==> src/rtl/uart_rx.sv <==
// UART receiver: 16x oversampled, 2-of-3 majority vote per bit, optional odd/even parity.
// Each byte is presented with a one-cycle o_valid strobe plus framing and parity flags.
`timescale 1ns/1ps
module uart_rx #(
  parameter int CLK_FREQ = 50_000_000,
  parameter int BAUD     = 115200,
  parameter int PARITY   = 0
) (
  input  logic       irs_clk_50M,
  input  logic       irs_reset_n,
  input  logic       i_rx,
  output logic [7:0] o_data,
  output logic       o_valid,
  output logic       o_frame_err,
  output logic       o_parity_err,
  output logic       o_busy,
  output logic [2:0] o_state
);

  localparam int OVS_DIV = CLK_FREQ / (BAUD * 16);
  localparam int DIV_W   = $clog2(OVS_DIV + 1);
  localparam logic [DIV_W-1:0] DIV_LAST = DIV_W'(OVS_DIV - 1);

  typedef enum logic [2:0] {
    IDLE    = 3'd0,
    START   = 3'd1,
    DATA    = 3'd2,
    PAR     = 3'd3,
    STOP    = 3'd4,
    WAIT_HI = 3'd5
  } state_t;

  state_t state, state_nxt;

  logic             rx_s1, rx_s2, rx_s3;
  logic             fall;
  logic [DIV_W-1:0] div_cnt;
  logic [3:0]       tick_cnt;
  logic [3:0]       bit_cnt;
  logic             tick, at_mid, at_end;
  logic             s7, s8, bit_val;
  logic [7:0]       shreg;
  logic             p_err;
  logic             counting;

  // Two synchronizer flops; the third only serves falling-edge detection.
  always_ff @(posedge irs_clk_50M or negedge irs_reset_n) begin
    if (!irs_reset_n) begin
      rx_s1 <= 1'b1;
      rx_s2 <= 1'b1;
      rx_s3 <= 1'b1;
    end else begin
      rx_s1 <= i_rx;
      rx_s2 <= rx_s1;
      rx_s3 <= rx_s2;
    end
  end

  assign fall     = rx_s3 & ~rx_s2;
  assign counting = (state == START) || (state == DATA) || (state == PAR) || (state == STOP);
  assign tick     = counting && (div_cnt == DIV_LAST);
  assign at_mid   = tick && (tick_cnt == 4'd9);
  assign at_end   = tick && (tick_cnt == 4'd15);
  // Third vote is the live synchronized line at tick 9.
  assign bit_val  = (s7 & s8) | (s7 & rx_s2) | (s8 & rx_s2);

  always_ff @(posedge irs_clk_50M or negedge irs_reset_n) begin
    if (!irs_reset_n) state <= IDLE;
    else              state <= state_nxt;
  end

  always_comb begin
    state_nxt = state;
    case (state)
      IDLE:    if (fall) state_nxt = START;
      START:   if (at_mid && bit_val) state_nxt = IDLE;
               else if (at_end)      state_nxt = DATA;
      DATA:    if (at_end && bit_cnt == 4'd8) state_nxt = (PARITY != 0) ? PAR : STOP;
      PAR:     if (at_end) state_nxt = STOP;
      STOP:    if (at_mid) state_nxt = bit_val ? IDLE : WAIT_HI;
      WAIT_HI: if (rx_s2) state_nxt = IDLE;
      default: state_nxt = IDLE;
    endcase
  end

  always_comb begin
    o_busy  = (state != IDLE);
    o_state = state;
  end

  always_ff @(posedge irs_clk_50M or negedge irs_reset_n) begin
    if (!irs_reset_n) begin
      div_cnt      <= '0;
      tick_cnt     <= '0;
      bit_cnt      <= '0;
      s7           <= 1'b1;
      s8           <= 1'b1;
      shreg        <= '0;
      p_err        <= 1'b0;
      o_data       <= '0;
      o_valid      <= 1'b0;
      o_frame_err  <= 1'b0;
      o_parity_err <= 1'b0;
    end else begin
      o_valid <= 1'b0;
      if (!counting) begin
        div_cnt  <= '0;
        tick_cnt <= '0;
        bit_cnt  <= '0;
        p_err    <= 1'b0;
      end else begin
        if (tick) begin
          div_cnt  <= '0;
          tick_cnt <= tick_cnt + 4'd1;
        end else begin
          div_cnt  <= div_cnt + 1'b1;
        end
        if (tick && tick_cnt == 4'd7) s7 <= rx_s2;
        if (tick && tick_cnt == 4'd8) s8 <= rx_s2;
        if (at_mid) begin
          case (state)
            DATA: begin
              shreg   <= {bit_val, shreg[7:1]};
              bit_cnt <= bit_cnt + 4'd1;
            end
            PAR:  p_err <= ((^shreg) ^ bit_val) != (PARITY == 1);
            STOP: begin
              o_data       <= shreg;
              o_valid      <= 1'b1;
              o_frame_err  <= ~bit_val;
              o_parity_err <= p_err;
            end
            default: ;
          endcase
        end
      end
    end
  end

endmodule
==> config.mk <==
export PLATFORM = sky130hd
export DESIGN_NAME = uart_rx
export DESIGN_NICKNAME = d
export VERILOG_FILES = /design/src/rtl/uart_rx.sv
export SDC_FILE = /design/constraint.sdc
export NUM_CORES = 1
export LEC_CHECK = 0
export CORE_UTILIZATION = 45
export DETAILED_ROUTE_END_ITERATION = 16
export PLACE_DENSITY = 0.74
export SYNTH_ARGS = -nofsm -noshare
export SYNTH_HDL_FRONTEND = slang
export SYNTH_SLANG_ARGS = --single-unit
==> constraint.sdc <==
create_clock -name irs_clk_50M -period 2.8 [get_ports irs_clk_50M]
set_clock_uncertainty 0.1 [all_clocks]
set_input_delay 0.56 -clock irs_clk_50M [delete_from_list [all_inputs] [get_ports irs_clk_50M]]
set_output_delay 0.56 -clock irs_clk_50M [all_outputs]
set_load 0.05 [all_outputs]
## After elaboration in Yosys (flattened, before gate mapping)

Index checks and enable logic that the tools add are counted.
Widths: inputs -> output; s select.

- Register bits after elaboration: 41
- Bits of input ports: 3

- $add $sub $neg: 3
- Eq/ne operators: 21
- Mux-type cells: 22
- Bitwise logic cells: 9
- Reduce and logical (&&, ||, !) cells: 20

Operators with widths:

| operator | number |
|---|---|
| $mux 3 | 8 |
| $mux 4 | 5 |
| $pmux 3 s6 | 1 |
| $eq 4x4->1 const B | 4 |
| $ne 2x2->1 const B | 6 |
| $mux 5 | 2 |
| $add 4x1->4 const B | 2 |
| $reduce_and 2->1 | 4 |
| $reduce_xor 8->1 | 1 |
| $logic_and 1x1->1 | 7 |
| $eq 3x2->1 const B | 2 |
| $eq 3x3->1 const B | 2 |
| $mux 1 | 6 |
| $ne 2x1->1 const B | 3 |
| $reduce_and 3->1 | 2 |
| $reduce_and 6->1 | 1 |
| $add 5x1->5 const B | 1 |
| $eq 5x5->1 const B | 1 |
| $and 1x1->1 | 4 |
| $eq 4x3->1 const B | 1 |
| $eq 3x1->1 const B | 1 |
| $logic_not 3->1 | 1 |
| $logic_or 1x1->1 | 3 |
| $ne 3x2->1 const B | 1 |
| 4 further kinds | 6 |

## Logic depth before layout (Yosys ltp)

Gate-level depths: netlist of the first run.

- Depth in word-level cells: 9
- Mapped depth: 8
- Mapped depth without buffers: 7

## Worst setup path before layout of the first run

OpenSTA, ideal clock, no wires.

- Kind: flip-flop to flip-flop
- Start point: register state[2], in the netlist o_state[2]
- End point: register s7
- Setup time: 0.082 ns
- Arrival: 2.305 ns
- Required time: 2.618 ns
- Path slack: 0.313 ns
- Stages on the path, launching flop included: 6
- Path buffers: 1
- Cells stage by stage: dfrtp_1 -> clkbuf_2 -> or3_1 -> nand2_1 -> nor4b_1 -> mux2_2

- Longest elaborated chain between the ends: 7
- Elaborated cells between the ends (all ways): 10

Ends and longest elaborated chain:

| element | RTL line | RTL |
|---|---|---|
| from (decl) | 33 | `state_t state, state_nxt;` |
| from (signal assigned) | 69 | `else state <= state_nxt;` |
| $eq 3x1->1 or $eq 3x2->1 (tied branches) | 60 | `assign counting = (state == START) \|\| (state == DATA) \|\| (state == PAR) \|\| (state == STOP);` |
| $logic_or 1x1->1 (2 in series) | 60 |  |
| $logic_or 1x1->1 * | 60 |  |
| $logic_and 1x1->1 | 61 | `assign tick = counting && (div_cnt == DIV_LAST);` |
| $logic_and 1x1->1 | 118 | `if (tick && tick_cnt == 4'd7) s7 <= rx_s2;` |
| $reduce_and 2->1 (no line) * | -- |  |
| to (signal assigned) | 118 |  |
| to (decl) | 41 | `logic s7, s8, bit_val;` |

Every way passes the cells marked *; elsewhere a longest branch is shown, timed or not.
A chain may end at the register's enable or synchronous reset.

## Worst setup path in the final report of the first run

- Start point: register state[0], in the netlist o_state[0]
- End point: output o_busy

- Longest elaborated chain between the ends: 1

Ends and longest elaborated chain:

| element | RTL line | RTL |
|---|---|---|
| $reduce_bool 3->1 | 87 | `o_busy = (state != IDLE);` |
| to (decl) | 16 | `output logic o_busy,` |

Every way passes these cells.

==> results_tabular.tex, run 1 <==
\begin{tabular}{lr}
\hline
Metric & Value \\
\hline
\multicolumn{2}{l}{\textbf{Clock network}} \\
Root Driver & clkbuf\_8 \\
CTS sink cnt & around 40 \\
Clock transition time at the flip-flop clock pins of the worst setup and hold paths & $\sim$0.070 ns \\
Insertion delay of the later-clocked pin in the worst-skew pair & 0.29 ns \\
CTS buffer count & 5 \\
Buffer levels on the longest clock path & 2 \\
H-tree level count & 2 \\
Post-cts hold buffer count & 0 \\
Clock tree from TritonCTS & yes \\
Number of buffers added for setup after CTS & 0 \\
Total of cells resized after clock tree synthesis & 0 \\
\multicolumn{2}{l}{\textbf{Power}} \\
Worst ir drop on vdd & 0.404 mV \\
Total leakage power & 1.01 nW \\
Power density normalized to cell area & 737 nW/um2 \\
\multicolumn{2}{l}{\textbf{Synthesis}} \\
Instance count of the mapped netlist & 161 \\
Dominant synthesized flop cell & dfrtp\_1 \\
Synthesized netlist net count & 171 \\
Top cell type by total area after synthesis & dfrtp\_1 \\
Share of the yosys chip area belonging to registers & between 50\% and 60\% \\
Synth unique cells & 36 \\
Yosys warnings & 0 \\
Async set or reset register ratio after synthesis & 100\% \\
Count of state elements after synthesis & roughly 40 \\
Avg Cell Area, Syn & 12.0 um2 \\
Fraction of post-synthesis cell area in the top cell type by area & 46.5\% \\
Post-Syn Area & 1940 um2 \\
Number of synthesized flops with an enable pin & 0 \\
Synth top area cells & dfrtp\_1, mux2\_2, dfstp\_2 \\
\multicolumn{2}{l}{\textbf{Routing}} \\
Pre-Repair DR Iteration Count & 4 \\
Met2 wire len & around 1700 um \\
Routed Wire Length & 3460 um \\
Number of design rule violations left after detail routing & 0 \\
Amount of wire on met3 after detailed routing & 155 um \\
Total vias in the final route & roughly 1300 \\
Drt first-iter violations & 93 \\
Antenna viol nets, final & 0 \\
Vias/cell & about 5.4 \\
Met1 Routed Length & approximately 1500 um \\
Average wire length per cell after detail routing & 14.8 um \\
DR top layer & met4 \\
\multicolumn{2}{l}{\textbf{Critical path}} \\
Category of the worst setup path capture point & output pin \\
Largest fanout on the critical path & 13 \\
Buffer and inverter count on the worst path & 1 \\
Data arrival, critical path & roughly 2.0 ns \\
Path depth of the worst reg2reg path & 7 \\
Kind of launch point of the worst setup path & register \\
Crit-path cells & or3\_1 > clkdlybuf4s50\_1 \\
Stages on worst setup path & 2 \\
Maximum cell stage delay along the critical path & 0.72 ns \\
Critical-path top delay cell & clkdlybuf4s50\_1 \\
Top delay family on crit path & buffers and inverters \\
Category of the critical setup timing path & register to output pin \\
Required time worst endpoint & roughly 2.1 ns \\
\multicolumn{2}{l}{\textbf{Worst hold path}} \\
Number of cells traversed by the worst hold path & 0 \\
Hold WC Path Type & register to register \\
\multicolumn{2}{l}{\textbf{Timing}} \\
Post-Route Setup TNS & 0 ns \\
Final Cycle Share & 94.8\% \\
Number of endpoints with negative hold slack in the final report & 0 \\
Transition time at the pin with the least slew margin & between 0.8 and 0.9 ns \\
Setup repair after global routing missed its margin & no \\
Worst max-slew margin expressed relative to the limit & 41.3\% \\
Min Clock Period, post-route & 2.65 ns \\
Final setup fails & 0 \\
Max-slew violation count & 0 \\
Peak Freq & between 300 and 400 MHz \\
\multicolumn{2}{l}{\textbf{GRT}} \\
Number of antenna violations at the first check in global routing & 0 \\
Overall Global Routing Usage & 18.1\% \\
Largest net degree at the start of global routing & 42 \\
Global-route wire length before repair & 5910 um \\
Total overflow reported by the global router & 0 \\
Vias in the first global route & 1291 \\
\multicolumn{2}{l}{\textbf{Die}} \\
Core footprint & 4060 um2 \\
Initial Util & 47.7\% \\
I/O pin total & 18 \\
Die span in x & 67.6 um \\
Vertical die dimension & 67.6 um \\
Count of standard-cell rows & 23 \\
Die Area & between 4000 and 5000 um2 \\
\multicolumn{2}{l}{\textbf{Place}} \\
Placed cell areas & 2140 um2 \\
Count of input and output buffers & 17 \\
Estimated wirelength of the detail-placed design & 2380 um \\
Final weighted congestion in routability-driven placement & 0.905 \\
\multicolumn{2}{l}{\textbf{Cells and area}} \\
Layout-stage area growth over the synthesis result & 16.5\% \\
Diodes inserted & 0 \\
Nets & between 150 and 200 \\
Fraction of final layout cells with drive strength greater than 1 & 20.2\% \\
Post-route cell area & 2250 um2 \\
\multicolumn{2}{l}{\textbf{Run status}} \\
Run status & complete, no violations \\
\multicolumn{2}{l}{\textbf{Job}} \\
Max Cap Violations & 0 \\
\hline
\end{tabular}
## registers in the layout, summed over array words and instances (netlist names), 3 cells and up
| signal | count |
|---|---|
| bit_cnt | 4 |
| o_state | 3 |
| div_cnt | 5 |
| tick_cnt | 4 |
| o_data | 8 |
| shreg | 8 |
## layout by cell type, fill, tap and decap left out, drive strengths merged, types with 2 or more instances in the layout
master / Yosys / layout
a21oi: 6 / 6
buf: 3 / 3
clkbuf: 2 / 7
clkdlybuf4s50: 0 / 16
dfrtp: 36 / 36
dfstp: 5 / 5
ha: 7 / 7
inv: 6 / 6
mux2: 22 / 22
nand2: 11 / 11
nand3: 3 / 3
nand4: 2 / 2
nand4b: 2 / 2
nor2: 19 / 19
nor3: 2 / 2
nor4b: 2 / 2
o21ai: 2 / 2
xnor2: 11 / 11
xor2: 5 / 5
## Yosys cell counts, drive strengths merged, types with 2 or more instances
master,n
nand3,3
o21ai,2
nor2,19
clkbuf,2
xor2,5
buf,3
a21oi,6
nor4b,2
inv,6
dfrtp,36
xnor2,11
ha,7
nor3,2
mux2,22
dfstp,5
nand4,2
nand2,11
nand4b,2
## power by group
group	switching [W]	total (W)	internal, W
logic	0.000287	0.000454	0.000167
registers	0.0000811	0.000719	0.000638
clock network	0.000197	0.000488	0.000291
## cell families (layout without fill, tap and decap cells)
kind of cell    count (synthesis)  after routing  share of synthesized area [%]
mux                            22             22                           12.8
xor+xnor                       16             16                           7.24
buf+inv                        11             33                           3.23
fa+ha+maj                       8              8                           5.04
simple gates                   49             49                           13.2
flops                          41             41                           53.3
compound gates                 14             14                           5.17
## path summary, 6_finish.rpt
check	startpoint	end	slack [ns]
setup / recovery	o_state[0]$_DFFE_PN0P_	o_busy	0.15
hold / removal	rx_s1$_DFF_PN1_	rx_s2$_DFF_PN1_	0.26
setup reg to reg	div_cnt[0]$_DFF_PN0_	o_state[1]$_DFFE_PN0P_	0.48
hold reg to reg	rx_s1$_DFF_PN1_	rx_s2$_DFF_PN1_	0.26
max in group asynchronous	irs_reset_n	o_data[6]$_DFFE_PN0P_	1.77
min in group asynchronous	irs_reset_n	div_cnt[4]$_DFF_PN0_	0.28
## per-stage QoR
step / hold WS (ns) / cells / setup WS [ns] / power, W / util, %
detailed placement: 0.250 / 225 / 0.493 / 0.00118 / 52.7
CTS: 0.261 / 233 / 0.141 / 0.00167 / 55.6
global placement: 0.247 / 225 / 0.510 / 0.00115 / 52.7
global route: 0.270 / 233 / 0.0903 / 0.00175 / 55.6
finish: 0.261 / 233 / 0.146 / 0.00166 / 55.6
floorplan: 0.164 / 161 / 0.313 / 0.00106 / -
## layer usage
layer / vias up / track usage (%)
met4: 0 / 9.84
met3: 9 / 5.74
met2: 33 / 28.0
met1: 625 / 22.2
met5: - / 0
li1: 593 / -
## area by class of cell
type | count | area [um2]
sequential | 41 | 1030
clock buffer | 7 | 86.3
timing repair buffer | 19 | 180
clock inverter | 1 | 30.0
tap | 50 | 62.6
inverter | 6 | 22.5
fill | 334 | 1800
multi-input combinational | 109 | 841
Power figures use the tool's default switching activity.
==> inputs of run 2 (changes only) <==
--- a/config.mk
+++ b/config.mk
@@ -8,6 +8,8 @@
 export CORE_UTILIZATION = 45
 export DETAILED_ROUTE_END_ITERATION = 16
 export PLACE_DENSITY = 0.74
+export RECOVER_POWER = 50
+export SKIP_LAST_GASP = 1
 export SYNTH_ARGS = -nofsm -noshare
 export SYNTH_HDL_FRONTEND = slang
 export SYNTH_SLANG_ARGS = --single-unit
==> run 2 against run 1 <==
Net effect:
- the flow now finishes with violations (capacitance limit, slew limit)
- global-route usage unchanged
- die area is the same
- worst hold slack better by 0.0053 ns
- fmax is essentially flat
- core utilization barely moved
- sequential power hardly changed
- power about the same
==> results_tabular.tex, run 2 (same netlist as run 1, synthesis figures left out) <==
\begin{tabular}{lr}
\hline
Metric & Value \\
\hline
\multicolumn{2}{l}{\textbf{Power}} \\
Sequential fraction of design power & 43.3\% \\
Clock group share of total power & 29.4\% \\
Proportion of power drawn by combinational gates & 27.3\% \\
Total leakage power & 1.00 nW \\
Switching share of total power & 34.1\% \\
Power density normalized to cell area & 737 nW/um2 \\
Switching power total & around 0.00057 W \\
Int Pwr & about 0.0011 W \\
Worst ir drop on vdd & roughly 0.40 mV \\
\multicolumn{2}{l}{\textbf{Place}} \\
Count of input and output buffers & 17 \\
Final weighted congestion in routability-driven placement & 0.905 \\
Placed cell areas & between 2000 and 2500 um2 \\
Estimated wirelength of the detail-placed design & between 2000 and 2500 um \\
Worst slack at placement & 0.493 ns \\
\multicolumn{2}{l}{\textbf{Routing}} \\
Total vias in the final route & 1260 \\
Routed Wire Length & 3460 um \\
Average wire length per cell after detail routing & between 10 and 15 um \\
Antenna viol nets, final & 0 \\
Pre-Repair DR Iteration Count & 4 \\
Number of design rule violations left after detail routing & 0 \\
Vias/cell & 5.41 \\
Drt first-iter violations & 96 \\
\multicolumn{2}{l}{\textbf{Clock network}} \\
Post-cts hold buffer count & 0 \\
Number of buffers added for setup after CTS & 0 \\
Insertion delay of the later-clocked pin in the worst-skew pair & 0.29 ns \\
CTS sink cnt & 41 \\
H-tree level count & 2 \\
Buffer levels on the longest clock path & 2 \\
Total of cells resized after clock tree synthesis & 0 \\
Clock transition time at the flip-flop clock pins of the worst setup and hold paths & 0.07 ns \\
Root Driver & clkbuf\_8 \\
CTS buffer count & 5 \\
Clock tree from TritonCTS & yes \\
\multicolumn{2}{l}{\textbf{Timing}} \\
Final setup fails & 0 \\
Min Clock Period, post-route & 2.65 ns \\
Slack of the critical path & roughly 0.15 ns \\
Number of endpoints with negative hold slack in the final report & 0 \\
Setup repair after global routing missed its margin & no \\
Post-Route Setup TNS & 0 ns \\
Max-slew violation count & 42 \\
Transition time at the pin with the least slew margin & 2.11 ns \\
Final Cycle Share & 94.8\% \\
Worst max-slew margin expressed relative to the limit & -41.0\% \\
Peak Freq & 377 MHz \\
\multicolumn{2}{l}{\textbf{Cells and area}} \\
Leading cell type in the layout, fill and taps excluded & dfrtp\_1 \\
Most frequent cells in the layout & dfrtp\_1, nor2\_1, mux2\_2 \\
Fraction of final layout cells with drive strength greater than 1 & 19.1\% \\
Nets & 192 \\
Post-route cell area & 2250 um2 \\
Layout-stage area growth over the synthesis result & 16.4\% \\
Diodes inserted & 0 \\
Leading registers by flop count & o\_data (8), shreg (8), div\_cnt (5) \\
\multicolumn{2}{l}{\textbf{Run status}} \\
Run status & complete, but fails checks \\
Violated checks & capacitance limit, slew limit \\
\multicolumn{2}{l}{\textbf{Critical path}} \\
Category of the critical setup timing path & register to output pin \\
Largest fanout on the critical path & 13 \\
Path depth of the worst reg2reg path & 7 \\
Data arrival, critical path & 1.99 ns \\
Category of the worst setup path capture point & output pin \\
Kind of launch point of the worst setup path & register \\
Required time worst endpoint & 2.14 ns \\
\multicolumn{2}{l}{\textbf{Die}} \\
Count of standard-cell rows & 23 \\
Core footprint & 4060 um2 \\
Vertical die dimension & 67.6 um \\
Initial Util & 47.7\% \\
I/O pin total & 18 \\
Die span in x & 67.6 um \\
Die Area & 4570 um2 \\
\multicolumn{2}{l}{\textbf{Worst hold path}} \\
Hold WC Path Type & register to register \\
Number of cells traversed by the worst hold path & 0 \\
\multicolumn{2}{l}{\textbf{GRT}} \\
Global-route wire length before repair & roughly 5900 um \\
Overall Global Routing Usage & a little under a fifth \\
Number of antenna violations at the first check in global routing & 0 \\
Largest net degree at the start of global routing & 42 \\
Vias in the first global route & 1291 \\
Total overflow reported by the global router & 0 \\
\multicolumn{2}{l}{\textbf{Job}} \\
Max Cap Violations & 1 \\
\hline
\end{tabular}
==> run 2: cell types whose count changed in the layout (fill, tap and decap cells not counted) <==
cell / before / now
clkdlybuf4s50_1: 16 / 15
buf_2: 1 / 0
clkbuf_1: 1 / 2
dfstp_2: 5 / 4
dfstp_1: 0 / 1
dlygate4sd3_1: 0 / 1
==> run 2: layout make-up <==
cell class	instances	area [um2]
fillers	335	1800
repair buffers	19	179
inverters	6	22.5
multi-input cells	109	841
well taps	50	62.6
flip-flops and latches	41	1030
clock buffers	7	86.3
clock inverters	1	30.0
==> run 2: final timing paths <==
path | slack, ns | to | startpoint
worst max-delay path | 0.15 | o_busy | o_state[0]$_DFFE_PN0P_
worst min-delay path | 0.27 | rx_s2$_DFF_PN1_ | rx_s1$_DFF_PN1_
worst max register to register | 0.48 | o_state[1]$_DFFE_PN0P_ | div_cnt[0]$_DFF_PN0_
worst min register to register | 0.27 | rx_s2$_DFF_PN1_ | rx_s1$_DFF_PN1_
max in group asynchronous | 0.62 | o_data[6]$_DFFE_PN0P_ | irs_reset_n
min in group asynchronous | 0.77 | div_cnt[4]$_DFF_PN0_ | irs_reset_n
==> run 2: power groups by stage <==
stage	clock network [W]	registers (W)	logic, W
floorplan	0	0.000754	0.000303
global placement	0	0.000715	0.000437
detailed placement	0	0.000725	0.000455
CTS	0.000499	0.000717	0.000458
global route	0.000527	0.000730	0.000495
finish	0.000488	0.000718	0.000454
==> run 2: layer usage <==
metal  global-route usage (%)  up-vias  wire (um)
met4                     9.84        0         82
met5                        0        -          0
met2                     28.0       33       1670
li1                         -      593          -
met3                     5.74        9        155
met1                     22.2      625       1540
==> run 2: critical path, cell delays in order, from the launching register on <==
cell and delay [ns]:
dfrtp_1 0.53, or3_1 0.45, clkdlybuf4s50_1 0.72
==> run 2: per-stage QoR <==
step | total power [W] | hold WS (ns) | util (%) | cells
floorplan | 0.00106 | 0.164 | - | 161
global placement | 0.00115 | 0.247 | 52.7 | 225
detailed placement | 0.00118 | 0.250 | 52.7 | 225
CTS | 0.00167 | 0.261 | 55.6 | 233
global route | 0.00175 | 0.275 | 55.5 | 233
finish | 0.00166 | 0.266 | 55.5 | 233
==> inputs of run 3 (changes only) <==
--- a/config.mk
+++ b/config.mk
@@ -10,6 +10,7 @@
 export PLACE_DENSITY = 0.74
 export RECOVER_POWER = 50
 export SKIP_LAST_GASP = 1
+export SLEW_MARGIN = 20
 export SYNTH_ARGS = -nofsm -noshare
 export SYNTH_HDL_FRONTEND = slang
 export SYNTH_SLANG_ARGS = --single-unit
==> results of run 3 <==
No change in the layout: final DEF, timing and power equal those of run 2.
